`config.mk`:
```
export PLATFORM = sky130hd
export DESIGN_NAME = ctl_responder
export DESIGN_NICKNAME = d
export VERILOG_FILES = /design/src/rtl/ctl_resp_pkg.sv /design/src/rtl/ctl_resp_cnt.sv /design/src/rtl/ctl_responder.sv
export SDC_FILE = /design/constraint.sdc
export NUM_CORES = 1
export LEC_CHECK = 0
export BUFFER_PORTS_ARGS = -buffer_cell sky130_fd_sc_hd__buf_2
export CAP_MARGIN = 10
export CORE_UTILIZATION = 55
export DETAILED_ROUTE_END_ITERATION = 10
export MAX_ROUTING_LAYER = met4
export PLACE_DENSITY = 0.77
export SLEW_MARGIN = 40
export SYNTH_ARGS = -nofsm -noshare
export SYNTH_HDL_FRONTEND = slang
export SYNTH_HIERARCHICAL = 1
export SYNTH_SLANG_ARGS = --single-unit
```
`constraint.sdc`:
```
create_clock -name clk -period 2.4 [get_ports clk]
set_clock_uncertainty 0.05 [all_clocks]
set_input_delay 0 -clock clk [delete_from_list [all_inputs] [get_ports clk]]
set_output_delay 0 -clock clk [all_outputs]
set_load 0.05 [all_outputs]
```
`src/rtl/ctl_resp_pkg.sv`:
```
// Shared definitions for the control-strobe responder: FSM encodings and
// default parameter values.
package ctl_resp_pkg;

    typedef enum logic [1:0] {
        ST_IDLE = 2'd0,
        ST_BUSY = 2'd1,
        ST_ACK  = 2'd2
    } state_e;

    localparam int LAT_DEF = 3;
    localparam int CW_DEF  = 8;
    // Service timer width; covers the full LAT range of 1..255.
    localparam int TW      = 8;

endpackage

```
`src/rtl/ctl_resp_cnt.sv`:
```
// CW-bit event counter with synchronous clear; SAT selects saturate-at-max
// instead of modulo wrap.
module ctl_resp_cnt
    import ctl_resp_pkg::*;
#(
    parameter int CW  = CW_DEF,
    parameter bit SAT = 1'b0
) (
    input  logic          clk,
    input  logic          rst_n,
    input  logic          i_inc,
    input  logic          i_clr,
    output logic [CW-1:0] o_cnt
);

    localparam logic [CW-1:0] CNT_MAX = {CW{1'b1}};
    localparam logic [CW-1:0] CNT_ONE = CW'(1);

    logic [CW-1:0] r_cnt;
    logic          w_hold;

    assign w_hold = SAT && (r_cnt == CNT_MAX);

    // Counter register; clear wins over a same-cycle increment.
    always_ff @(posedge clk or negedge rst_n) begin
        if (!rst_n) begin
            r_cnt <= '0;
        end else if (i_clr) begin
            r_cnt <= '0;
        end else if (i_inc && !w_hold) begin
            r_cnt <= r_cnt + CNT_ONE;
        end else begin
            r_cnt <= r_cnt;
        end
    end

    assign o_cnt = r_cnt;

endmodule

```
`src/rtl/ctl_responder.sv`:
```
// Request/acknowledge responder: accepts ctl strobes, stays busy LAT cycles,
// acknowledges, and keeps request/drop/sequence statistics.
module ctl_responder
    import ctl_resp_pkg::*;
#(
    parameter int LAT = LAT_DEF,
    parameter int CW  = CW_DEF
) (
    input  logic          clk,
    input  logic          rst_n,
    input  logic          i_ctl,
    input  logic          i_done,
    input  logic          i_clr,
    output logic          o_ack,
    output logic          o_busy,
    output logic          o_ovr,
    output logic [CW-1:0] o_req_cnt,
    output logic [CW-1:0] o_drop_cnt,
    output logic [CW-1:0] o_seq_cnt
);

    localparam logic [TW-1:0] TMR_LOAD = TW'(LAT - 1);

    state_e          r_state;
    state_e          w_state_nxt;
    logic [TW-1:0]   r_timer;
    logic [TW-1:0]   w_timer_nxt;
    logic            w_accept;
    logic            w_drop;
    logic            r_ack;
    logic            r_busy;
    logic            r_ovr;

    // Next-state, timer and request accept/drop decode.
    always_comb begin
        w_state_nxt = ST_IDLE;
        w_timer_nxt = r_timer;
        w_accept    = 1'b0;
        w_drop      = 1'b0;
        case (r_state)
            ST_IDLE, ST_ACK: begin
                if (i_ctl) begin
                    w_state_nxt = ST_BUSY;
                    w_timer_nxt = TMR_LOAD;
                    w_accept    = 1'b1;
                end else begin
                    w_state_nxt = ST_IDLE;
                end
            end
            ST_BUSY: begin
                w_drop = i_ctl;
                if (r_timer == {TW{1'b0}}) begin
                    w_state_nxt = ST_ACK;
                end else begin
                    w_state_nxt = ST_BUSY;
                    w_timer_nxt = r_timer - TW'(1);
                end
            end
            default: begin
                w_state_nxt = ST_IDLE;
                w_timer_nxt = {TW{1'b0}};
            end
        endcase
    end

    // State register; ack/busy are registered copies of the next state so
    // they track the state exactly with no input-to-output path.
    always_ff @(posedge clk or negedge rst_n) begin
        if (!rst_n) begin
            r_state <= ST_IDLE;
            r_timer <= {TW{1'b0}};
            r_ack   <= 1'b0;
            r_busy  <= 1'b0;
        end else begin
            r_state <= w_state_nxt;
            r_timer <= w_timer_nxt;
            r_ack   <= (w_state_nxt == ST_ACK);
            r_busy  <= (w_state_nxt == ST_BUSY);
        end
    end

    // Sticky overrun flag; clear takes priority over a same-cycle drop.
    always_ff @(posedge clk or negedge rst_n) begin
        if (!rst_n) begin
            r_ovr <= 1'b0;
        end else if (i_clr) begin
            r_ovr <= 1'b0;
        end else if (w_drop) begin
            r_ovr <= 1'b1;
        end else begin
            r_ovr <= r_ovr;
        end
    end

    ctl_resp_cnt #(.CW(CW), .SAT(1'b0)) u_req_cnt (
        .clk   (clk),
        .rst_n (rst_n),
        .i_inc (w_accept),
        .i_clr (i_clr),
        .o_cnt (o_req_cnt)
    );

    ctl_resp_cnt #(.CW(CW), .SAT(1'b1)) u_drop_cnt (
        .clk   (clk),
        .rst_n (rst_n),
        .i_inc (w_drop),
        .i_clr (i_clr),
        .o_cnt (o_drop_cnt)
    );

    ctl_resp_cnt #(.CW(CW), .SAT(1'b1)) u_seq_cnt (
        .clk   (clk),
        .rst_n (rst_n),
        .i_inc (i_done),
        .i_clr (i_clr),
        .o_cnt (o_seq_cnt)
    );

    assign o_ack  = r_ack;
    assign o_busy = r_busy;
    assign o_ovr  = r_ovr;

endmodule

```
==> results.py, run 1 <==
metrics = {
    "status": {
        "status": "complete, no violations",
    },
    "min_path": {
        "min_path_cells": 3,
        "hp-start": "i_done",
        "min_to": "u_seq_cnt/o_cnt[2]$_DFFE_PN0P_",
        "hold_path.class": "input pin to register",
    },
    "critical_path": {
        "cp_max_fo": 7,
        "ff2ff_setup_slack_ns": 0.36,
        "r2r_cells": 5,
        "required_ns": 2.52,
        "crit_path_end_kind": "register",
        "crit_type": "register to register",
        "crit_chain": "nor2b_1 -> and2_1 -> nand4_1 -> a211oi_2 -> mux2_4",
        "r2r_start": "r_state[0]$_DFF_PN0_",
        "startpoint_type": "register",
        "crit_slowest_cell": "dfrtp_1",
        "path_buf_inv": 0,
        "max_stage_delay_ns": 0.45,
        "path_delay_family": "simple AND/OR/NAND/NOR gates",
        "arrival_ns": 2.15,
        "reg2reg_to": "u_drop_cnt/o_cnt[5]$_DFFE_PN0P_",
    },
    "finish": {
        "fin_nets": 243,
        "final_util_pct": 67.8,
        "drive_gt1_share_pct": 29.2,
        "final_cells": 279,
        "antenna_cells": 0,
        "area_growth_pct": 13.4,
    },
    "placement": {
        "dp_cells": 271,
        "gp_congestion": 0.839,
        "dp_hpwl_mm": 2.79,
        "io_buffers": 31,
    },
    "grt": {
        "grt_max_degree": 38,
        "grt_pass1_wl_mm": 6.98,
        "antenna_found_initial": 0,
        "grt_overflow": 0,
        "grtUsageTotal_pct": 22.6,
        "grt_pass1_vias": 1535,
    },
    "power_and_ir_drop": {
        "netSwitchingFraction_pct": 36.7,
        "p_sw_uw": 698,
        "power_density_nw_per_um2": 809,
        "p_leak_uw": 0.00109,
        "finalPower_uw": 1900,
        "clkPwrFrac_pct": 22.5,
        "max-vdd-ir-drop_mv": 0.280,
        "p_int_uw": 1200,
        "seqPwrFrac_pct": 43.5,
        "power_frac_comb_pct": 34.0,
    },
    "route": {
        "route.detailed.drc": 0,
        "drt-initial-drc-count": 111,
        "drt-pass1-iter-count": 4,
        "ant_nets": 0,
        "vias_per_cell": 5.76,
        "vias": 1608,
        "finalWirelength_mm": 4.00,
        "wl_per_cell_microns": 14.3,
    },
    "sta": {
        "setup_viol": 0,
        "finalCritPeriodShare_pct": 84.8,
        "fin_crit_ns": 2.04,
        "fmax_mhz": 491,
        "rsz0062_at_grt": "no",
        "relSlewSlack_pct": 69.0,
        "whs_ns": 0.0602,
        "worst_pin_slew_ns": 0.465,
        "maxSlewViolCount": 0,
        "finalSetupTns_ns": 0,
        "finalHoldViolCount": 0,
    },
    "synthesis": {
        "synth_edf_count": 0,
        "ys_types": 44,
        "syn-cell-area_sq_um": 2070,
        "syn_nets": 208,
        "async_reset_ff_share_pct": 100,
        "synth_warnings": 6,
        "synth_most_common_cell": "dfrtp_1",
        "avgSynthCellArea_sq_um": 10.5,
        "synth_top_area_share_pct": 44.7,
        "netlist_top_cells_area": "dfrtp_1, mux2_4, nor2_1",
        "synth-seq-area-share_pct": 44.7,
        "synth_commonest_cells": "dfrtp_1, nor2_1, a21oi_1, nor2b_1, nand2_1",
        "synthCells": 198,
        "synth_seq_cells": 37,
        "synth_ff_type": "dfrtp_1",
        "synth_top_area_cell": "dfrtp_1",
    },
    "floorplanning": {
        "core_area_sq_um": 3470,
        "die_area_sq_um": 4020,
        "start_util_pct": 59.8,
        "die_w_microns": 63.4,
        "ioPinCount": 32,
        "row_count": 21,
        "die_h_microns": 63.4,
    },
    "clock_tree": {
        "clock_sinks": 37,
        "cts_made_buffers": 5,
        "clkTransAtPathRegs_ns": 0.07,
        "cts_resized": 0,
        "clock_path_buffers": 2,
        "clock_latency_ns": 0.28,
        "cts_tree": "yes",
        "htree_num_levels": 2,
        "cts-root-buf": "clkbuf_8",
    },
    "job": {
        "cap_violations": 0,
    },
}
-- worst min-delay path: stages --
cell      delay, ns
buf_2          0.13
a21oi_1        0.15
a211oi_1       0.06
-- layer usage --
layer	wire, microns	share of wire (%)	global-route usage, %	vias up
li1	-	-	-	788
met1	1980	49	29.6	782
met2	1860	46	34.8	32
met3	114	2.9	4.71	6
met4	49	1.2	7.67	0
met5	0	0	-	-
-- sequential cells by signal, summed over array words and instances, names as in the netlist --
signal,flops
o_ack,1
u_seq_cnt/o_cnt,8
u_req_cnt/o_cnt,8
u_drop_cnt/o_cnt,8
r_state,2
o_busy,1
r_timer,8
o_ovr,1
-- cells in the final DEF (no fill, tap or decap), types with 3 or more instances in the layout --
cell type | netlist | final
a21boi_0 | 3 | 3
a21oi_1 | 11 | 11
a21oi_2 | 4 | 4
and3_1 | 3 | 3
and3_2 | 3 | 3
and4_1 | 4 | 4
buf_2 | 0 | 30
buf_4 | 2 | 4
clkbuf_8 | 0 | 6
dfrtp_1 | 37 | 37
ha_1 | 5 | 5
inv_1 | 3 | 3
mux2_4 | 8 | 8
mux2i_1 | 3 | 3
nand2_1 | 9 | 9
nand2b_1 | 4 | 4
nand3_1 | 5 | 5
nand4_1 | 7 | 7
nor2_1 | 22 | 22
nor2b_1 | 11 | 11
nor3_1 | 4 | 4
o21ai_0 | 8 | 8
or2_2 | 3 | 3
or3_1 | 4 | 4
xor2_1 | 3 | 3
-- layout make-up --
cell class	instances	area, sq um
clock buffer	7	86.3
fill	284	1120
inverter	3	11.3
multi-input combinational	151	1080
sequential	37	926
tap	46	57.6
timing repair buffer	35	190
-- metrics by stage --
| stage | area [sq um] | setup slack [ns] |
|---|---|---|
| after global routing | 2350 | 0.212 |
| after global placement | 2250 | 0.577 |
| after floorplan | 2070 | 0.541 |
| after detailed placement | 2250 | 0.432 |
| after CTS | 2350 | 0.424 |
| final | 2350 | 0.365 |
-- repair_timing --
item | CTS | global route
setup buffers | 0 | 0
endpoints found under the hold margin | 37 | 0
hold buffers | 1 | 0
-- worst max-delay path by stage --
stage                     cells past startpoint                            start                               to  slack (ns)
after global placement                        6           r_timer[0]$_DFFE_PN0P_           r_timer[6]$_DFFE_PN0P_        0.58
after detailed placement                      5             r_state[0]$_DFF_PN0_  u_drop_cnt/o_cnt[5]$_DFFE_PN0P_        0.43
after CTS                                     5             r_state[0]$_DFF_PN0_  u_drop_cnt/o_cnt[5]$_DFFE_PN0P_        0.42
after global routing                          5             r_state[0]$_DFF_PN0_  u_drop_cnt/o_cnt[5]$_DFFE_PN0P_        0.21
after floorplan                               4  u_drop_cnt/o_cnt[0]$_DFFE_PN0P_  u_drop_cnt/o_cnt[5]$_DFFE_PN0P_        0.54
final                                         5             r_state[0]$_DFF_PN0_  u_drop_cnt/o_cnt[5]$_DFFE_PN0P_        0.36
-- power by group through the flow --
stage,registers [uW],logic (uW),clock network [uW]
finish,828,647,427
global route,844,718,469
CTS,825,654,437
detailed placement,836,650,0
global placement,827,622,0
floorplan,932,385,0
-- cell families (layout without fill, tap and decap cells) --
family | count (synthesis) | in the layout | synth area share (%)
xor+xnor | 5 | 5 | 2.11
buf+inv | 10 | 45 | 3.26
compound gates | 40 | 40 | 14.5
flops | 37 | 37 | 44.7
fa+ha+maj | 5 | 5 | 3.02
mux | 13 | 13 | 8.33
simple gates | 88 | 88 | 24.1
Power figures use the tool's default switching activity.
==> inputs of run 2 (changes only) <==
--- a/config.mk
+++ b/config.mk
@@ -5,12 +5,13 @@
 export SDC_FILE = /design/constraint.sdc
 export NUM_CORES = 1
 export LEC_CHECK = 0
+export ABC_AREA = 1
 export BUFFER_PORTS_ARGS = -buffer_cell sky130_fd_sc_hd__buf_2
 export CAP_MARGIN = 10
-export CORE_UTILIZATION = 55
+export CORE_UTILIZATION = 51
 export DETAILED_ROUTE_END_ITERATION = 10
 export MAX_ROUTING_LAYER = met4
-export PLACE_DENSITY = 0.77
+export PLACE_DENSITY = 0.74
 export SLEW_MARGIN = 40
 export SYNTH_ARGS = -nofsm -noshare
 export SYNTH_HDL_FRONTEND = slang
==> constraint.sdc (replaced) <==
create_clock -name clk -period 1.68 [get_ports clk]
set_clock_uncertainty 0.05 [all_clocks]
set_input_delay 0 -clock clk [delete_from_list [all_inputs] [get_ports clk]]
set_output_delay 0 -clock clk [all_outputs]
set_load 0.05 [all_outputs]
==> run 2 against run 1 <==
Synthesized cell count rose by 49%; first-iteration DRC count up 33%; critical path depth rose by 4; register-to-register slack got worse by 0.21 ns; largest cell class unchanged; clock power grew 47%; wire length grew 7.6%; sequential power rose by 41%; die area rose by 14%.
==> results.py, run 2 <==
metrics = {
    "status": {
        "status": "complete, no violations",
    },
    "synthesis": {
        "avgSynthCellArea_sq_um": 7.45,
        "yosys.area_share.simple_pct": 36.2,
        "syn_nets": 306,
        "netlist_top_cells_area": "dfrtp_1, nand2_1, inv_1",
        "synth_top_area_cell": "dfrtp_1",
        "synth_warnings": 6,
        "synth_edf_count": 0,
        "ys_types": 28,
        "muxShareOfSynthArea_pct": 0,
        "synth_top_area_share_pct": 42.0,
        "synth_most_common_cell": "nand2_1",
        "synth_commonest_cells": "nand2_1, inv_1, dfrtp_1, nor2_1, nand3_1",
        "synth_top_family_by_area": "simple AND/OR/NAND/NOR gates",
        "synth-seq-area-share_pct": 42.0,
        "async_reset_ff_share_pct": 100,
        "synth_ff_type": "dfrtp_1",
        "syn-cell-area_sq_um": 2210,
        "synthCells": 296,
        "synth_adder_area_share_pct": 2.84,
        "synth_seq_cells": 37,
        "synth-compound-area-share_pct": 8.00,
        "yosys.area_share.xor_xnor_pct": 1.59,
    },
    "floorplanning": {
        "ioPinCount": 32,
        "die_w_microns": 67.8,
        "die_h_microns": 67.8,
        "row_count": 23,
        "core_area_sq_um": 4090,
        "die_area_sq_um": 4590,
        "start_util_pct": 54.0,
    },
    "critical_path": {
        "crit_type": "register to register",
        "startpoint_type": "register",
        "cp_num_cells": 9,
        "path_buf_inv": 2,
        "r2r_cells": 9,
        "max_stage_delay_ns": 0.40,
        "endpoint": "r_timer[4]$_DFFE_PN0P_",
        "ff2ff_setup_slack_ns": 0.16,
        "arrival_ns": 1.65,
        "reg2reg_to": "r_timer[4]$_DFFE_PN0P_",
        "cp_max_fo": 12,
        "crit_path_end_kind": "register",
        "required_ns": 1.80,
        "crit_chain": "inv_1 -> ha_1 -> nand3_1 -> nor2_4 -> nand2_4 -> nand2_4 -> inv_2 -> nand2_1 -> nand2_1",
        "crit_start": "r_timer[0]$_DFFE_PN0P_",
        "path_delay_family": "simple AND/OR/NAND/NOR gates",
        "crit_slowest_cell": "dfrtp_1",
        "r2r_start": "r_timer[0]$_DFFE_PN0P_",
    },
    "power_and_ir_drop": {
        "power_density_nw_per_um2": 1210,
        "max-vdd-ir-drop_mv": 0.668,
        "p_leak_uw": 0.00136,
    },
    "clock_tree": {
        "cts-root-buf": "clkbuf_8",
        "clock_latency_ns": 0.28,
        "clkTransAtPathRegs_ns": 0.07,
        "clock_sinks": 37,
        "clock_path_buffers": 2,
        "cts_setup_buffers": 0,
        "cts_tree": "yes",
        "htree_num_levels": 2,
        "cts_made_buffers": 5,
    },
    "placement": {
        "io_buffers": 31,
        "dp_hpwl_mm": 3.16,
        "dp_cells": 378,
        "gp_congestion": 0.872,
    },
    "finish": {
        "fill_cells": 385,
        "antenna_cells": 0,
        "area_growth_pct": 14.6,
        "layout_commonest_cell": "nand2_1",
        "drive_gt1_share_pct": 21.7,
        "multiInputGateArea_sq_um": 1080,
        "final_cells": 387,
        "layout.area.seq_sq_um": 926,
        "fin_nets": 347,
        "layout_common_cells": "nand2_1, inv_1, dfrtp_1, nor2_1, buf_2",
    },
    "route": {
        "finalWirelength_mm": 4.30,
        "wl_per_cell_microns": 11.1,
        "route.detailed.drc": 0,
        "vias_per_cell": 4.98,
        "drt-pass1-iter-count": 4,
        "drt-initial-drc-count": 148,
        "vias": 1929,
        "ant_nets": 0,
    },
    "sta": {
        "fmax_mhz": 657,
        "finalSetupTns_ns": 0,
        "finalHoldViolCount": 0,
        "maxSlewViolCount": 0,
        "relSlewSlack_pct": 68.4,
        "setup_viol": 0,
        "fin_crit_ns": 1.52,
        "worst_pin_slew_ns": 0.474,
        "finalCritPeriodShare_pct": 90.6,
        "rsz0062_at_grt": "no",
    },
    "grt": {
        "grt_overflow": 0,
        "grt_pass1_vias": 1726,
        "grt_max_degree": 38,
        "grt_pass1_wl_mm": 7.30,
        "grtUsageTotal_pct": 21.8,
        "antenna_found_initial": 0,
    },
    "min_path": {
        "hold_path.class": "input pin to register",
        "min_path_cells": 5,
    },
    "job": {
        "cap_violations": 0,
    },
}
[run 2: area by class of cell]
| type | instances | area share [%] |
|---|---|---|
| clock buffers | 7 | 3.41 |
| inverters | 45 | 6.78 |
| multi-input cells | 211 | 42.6 |
| flip-flops and latches | 37 | 36.6 |
| well taps | 50 | 2.47 |
| repair buffers | 37 | 8.11 |
[run 2: logic make-up after synthesis]
family | Yosys count
buf+inv | 48
flops | 37
compound gates | 30
fa+ha+maj | 5
xor+xnor | 4
simple gates | 172
[run 2: how the worst min path moves through the flow]
stage / startpoint / slack, ns / endpoint
CTS: i_done / 0.02 / u_seq_cnt/o_cnt[7]$_DFFE_PN0P_
detailed placement: rst_n / 0.03 / u_req_cnt/o_cnt[7]$_DFFE_PN0P_
global route: i_done / 0.05 / u_seq_cnt/o_cnt[5]$_DFFE_PN0P_
floorplan: rst_n / -0.35 / o_ack$_DFF_PN0_
finish: i_done / 0.03 / u_seq_cnt/o_cnt[7]$_DFFE_PN0P_
global placement: rst_n / 0.03 / u_req_cnt/o_cnt[5]$_DFFE_PN0P_
[run 2: worst reg2reg max path, cell delays in order, from the launching register on]
cell and delay [ns]:
dfrtp_1 0.40, inv_1 0.11, ha_1 0.15, nand3_1 0.12
nor2_4 0.17, nand2_4 0.08, nand2_4 0.15, inv_2 0.07
nand2_1 0.07, nand2_1 0.05
[run 2: where the power goes]
part | switching (uW) | total [uW] | internal, uW
Sequential | 134 | 1170 | 1040
Combinational | 856 | 1260 | 402
Clock | 300 | 626 | 326
[run 2: per-layer routing]
metal | part of all wire (%) | track usage (%) | vias to the layer above
li1 | - | - | 1013
met1 | 51 | 28.2 | 876
met2 | 45 | 33.9 | 36
met3 | 3.7 | 4.56 | 4
met4 | 0.53 | 6.38 | 0
met5 | 0 | - | -
[run 2: through the flow]
| stage | hold WS [ns] | area, sq um | total power [uW] | util [%] | setup WS [ns] |
|---|---|---|---|---|---|
| finish | 0.0295 | 2530 | 3060 | 61.9 | 0.158 |
| detailed placement | 0.0300 | 2420 | 2450 | 59.2 | 0.138 |
| global placement | 0.0262 | 2420 | 2430 | 59.2 | 0.190 |
| global route | 0.0505 | 2530 | 3300 | 61.9 | 0.00780 |
| CTS | 0.0225 | 2520 | 3090 | 61.8 | 0.126 |
| floorplan | -0.346 | 2210 | 2190 | - | 0.0540 |
[run 2: repair_timing]
item | CTS | global route
endpoints found under the setup margin | 0 | 2
hold buffers | 2 | 0
resized for setup | 0 | 1
endpoints found under the hold margin | 39 | 0
==> inputs of run 3 (changes only) <==
--- a/config.mk
+++ b/config.mk
@@ -10,6 +10,7 @@
 export CAP_MARGIN = 10
 export CORE_UTILIZATION = 51
 export DETAILED_ROUTE_END_ITERATION = 10
+export GPL_TIMING_DRIVEN = 0
 export MAX_ROUTING_LAYER = met4
 export PLACE_DENSITY = 0.74
 export SLEW_MARGIN = 40
==> run 3 against run 2 <==
Global-route usage fell by 0.71 points; flip-flop and latch count unchanged; maximum frequency decreased by 2.5%; clock power is 5.0% lower; largest cell class unchanged.
==> results.py, run 3 (synthesis results as in run 2) <==
metrics = {
    "route": {
        "drt-initial-drc-count": 113,
        "vias_per_cell": 4.88,
        "vias": 1893,
        "ant_nets": 0,
        "wl_per_cell_microns": 10.8,
        "route.detailed.drc": 0,
        "drt-pass1-iter-count": 4,
        "finalWirelength_mm": 4.19,
    },
    "sta": {
        "finalHoldViolCount": 0,
        "layout_setup_ws_ns": 0.119,
        "relSlewSlack_pct": 71.1,
        "rsz0062_at_grt": "no",
        "fin_crit_ns": 1.56,
        "worst_pin_slew_ns": 0.433,
        "setup_viol": 0,
        "whs_ns": 0.0201,
        "maxSlewViolCount": 0,
        "fmax_mhz": 641,
        "finalCritPeriodShare_pct": 92.9,
    },
    "floorplanning": {
        "die_area_sq_um": 4590,
        "die_h_microns": 67.8,
        "core_area_sq_um": 4090,
        "die_w_microns": 67.8,
        "ioPinCount": 32,
        "start_util_pct": 54.0,
        "row_count": 23,
    },
    "finish": {
        "layout_commonest_cell": "nand2_1",
        "antenna_cells": 0,
        "fill_cells": 371,
        "fin_nets": 347,
        "area_growth_pct": 16.7,
        "design_area_sq_um": 2570,
        "final_cells": 388,
        "layout_common_cells": "nand2_1, inv_1, dfrtp_1, buf_2, nor2_1",
        "drive_gt1_share_pct": 22.5,
    },
    "power_and_ir_drop": {
        "clkPwrFrac_pct": 19.4,
        "power_density_nw_per_um2": 1190,
        "p_leak_uw": 0.00137,
        "seqPwrFrac_pct": 38.5,
        "p_int_uw": 1750,
        "p_sw_uw": 1310,
        "netSwitchingFraction_pct": 42.9,
        "power_frac_comb_pct": 42.1,
        "max-vdd-ir-drop_mv": 0.722,
    },
    "clock_tree": {
        "clkTransAtPathRegs_ns": 0.07,
        "clock_latency_ns": 0.29,
        "cts_made_buffers": 5,
        "cts-root-buf": "clkbuf_8",
        "cts_tree": "yes",
        "clock_path_buffers": 2,
        "cts_setup_buffers": 0,
        "clock_sinks": 37,
        "htree_num_levels": 2,
    },
    "placement": {
        "gp_congestion": 0.861,
        "io_buffers": 31,
        "post-place-ws_ns": -0.0255,
        "place_area_sq_um": 2450,
        "dp_hpwl_mm": 3.11,
        "dp_cells": 378,
    },
    "grt": {
        "grt_overflow": 0,
        "grt_pass1_vias": 1605,
        "grt_max_degree": 22,
        "grtUsageTotal_pct": 21.0,
        "antenna_found_initial": 0,
        "grt_pass1_wl_mm": 6.96,
    },
    "critical_path": {
        "cp_common_cell": "nand2_4",
        "ff2ff_setup_slack_ns": 0.12,
        "cp_max_fo": 10,
        "startpoint_type": "register",
        "crit_slowest_cell": "dfrtp_1",
        "arrival_ns": 1.73,
        "crit_path_end_kind": "register",
        "required_ns": 1.84,
        "crit_chain": "inv_1 -> ha_1 -> nand3_1 -> nor2_4 -> nand2_4 -> nand2_4 -> buf_12 -> nand2_1 -> o21ai_1",
        "max_stage_delay_ns": 0.41,
        "crit_type": "register to register",
    },
    "min_path": {
        "hold_path.class": "input pin to register",
    },
    "job": {
        "cap_violations": 0,
    },
    "status": {
        "status": "complete, no violations",
    },
}
==> run 3: cell count changes in the layout (fill, tap and decap cells not counted), sizes merged <==
cell	delta
clkbuf	-1
clkinv	+2
==> run 3: final cells by class <==
class	instances	area [sq um]	share of cell area, %
plain buffers	3	35.0	1.36
multi-input cells	211	1090	42.4
clock inverters	2	10.0	0.389
clock buffers	6	72.6	2.82
well taps	50	62.6	2.43
inverters	45	171	6.66
repair buffers	34	203	7.88
flip-flops and latches	37	927	36.0
==> run 3: layer usage <==
| metal | track usage [%] | vias up | wire (microns) | share of wire [%] |
|---|---|---|---|---|
| li1 | - | 1015 | - | - |
| met1 | 26.8 | 836 | 2070 | 49 |
| met2 | 32.8 | 36 | 1890 | 45 |
| met3 | 5.57 | 6 | 187 | 4.5 |
| met4 | 5.59 | 0 | 46 | 1.1 |
| met5 | - | - | 0 | 0 |
==> run 3: critical path, delay by kind of cell (launching register included) <==
family / cells / cell delay [ns]
AO/OA/AOI/OAI: 1 / 0.07
adder cells (fa/ha/maj): 1 / 0.16
buffers and inverters: 2 / 0.24
flip-flops: 1 / 0.41
AND/OR/NAND/NOR: 5 / 0.55
==> run 3: path summary, 6_finish.rpt <==
path / from / depth (start not counted) / to
worst min register to register: r_timer[7]$_DFFE_PN0P_ / 2 / r_timer[7]$_DFFE_PN0P_
min in group asynchronous: rst_n / 2 / u_req_cnt/o_cnt[5]$_DFFE_PN0P_
worst min-delay path: i_done / 5 / u_seq_cnt/o_cnt[7]$_DFFE_PN0P_
worst max-delay path: r_timer[0]$_DFFE_PN0P_ / 9 / r_timer[5]$_DFFE_PN0P_
worst max register to register: r_timer[0]$_DFFE_PN0P_ / 9 / r_timer[5]$_DFFE_PN0P_
max in group asynchronous: rst_n / 3 / r_state[0]$_DFF_PN0_
==> run 3: what timing repair did <==
item,in CTS,in global routing
resized for setup,1,4
endpoints found under the setup margin,2,8
hold buffers,2,0
hold endpoints to repair,39,0
==> run 3: power groups by stage <==
stage	clock [uW]	sequential [uW]	combinational, uW
after floorplan	0	1380	809
after global routing	660	1200	1440
after global placement	0	1190	1240
after detailed placement	0	1190	1270
after CTS	627	1180	1280
final	595	1180	1290
==> run 3: stage by stage <==
stage / power (uW) / util (%) / setup TNS [ns]
floorplan: 2190 / - / 0
global placement: 2430 / 59.3 / -0.0248
detailed placement: 2460 / 60.0 / -0.0255
CTS: 3080 / 62.6 / 0
global route: 3310 / 63.0 / 0
finish: 3060 / 63.0 / 0
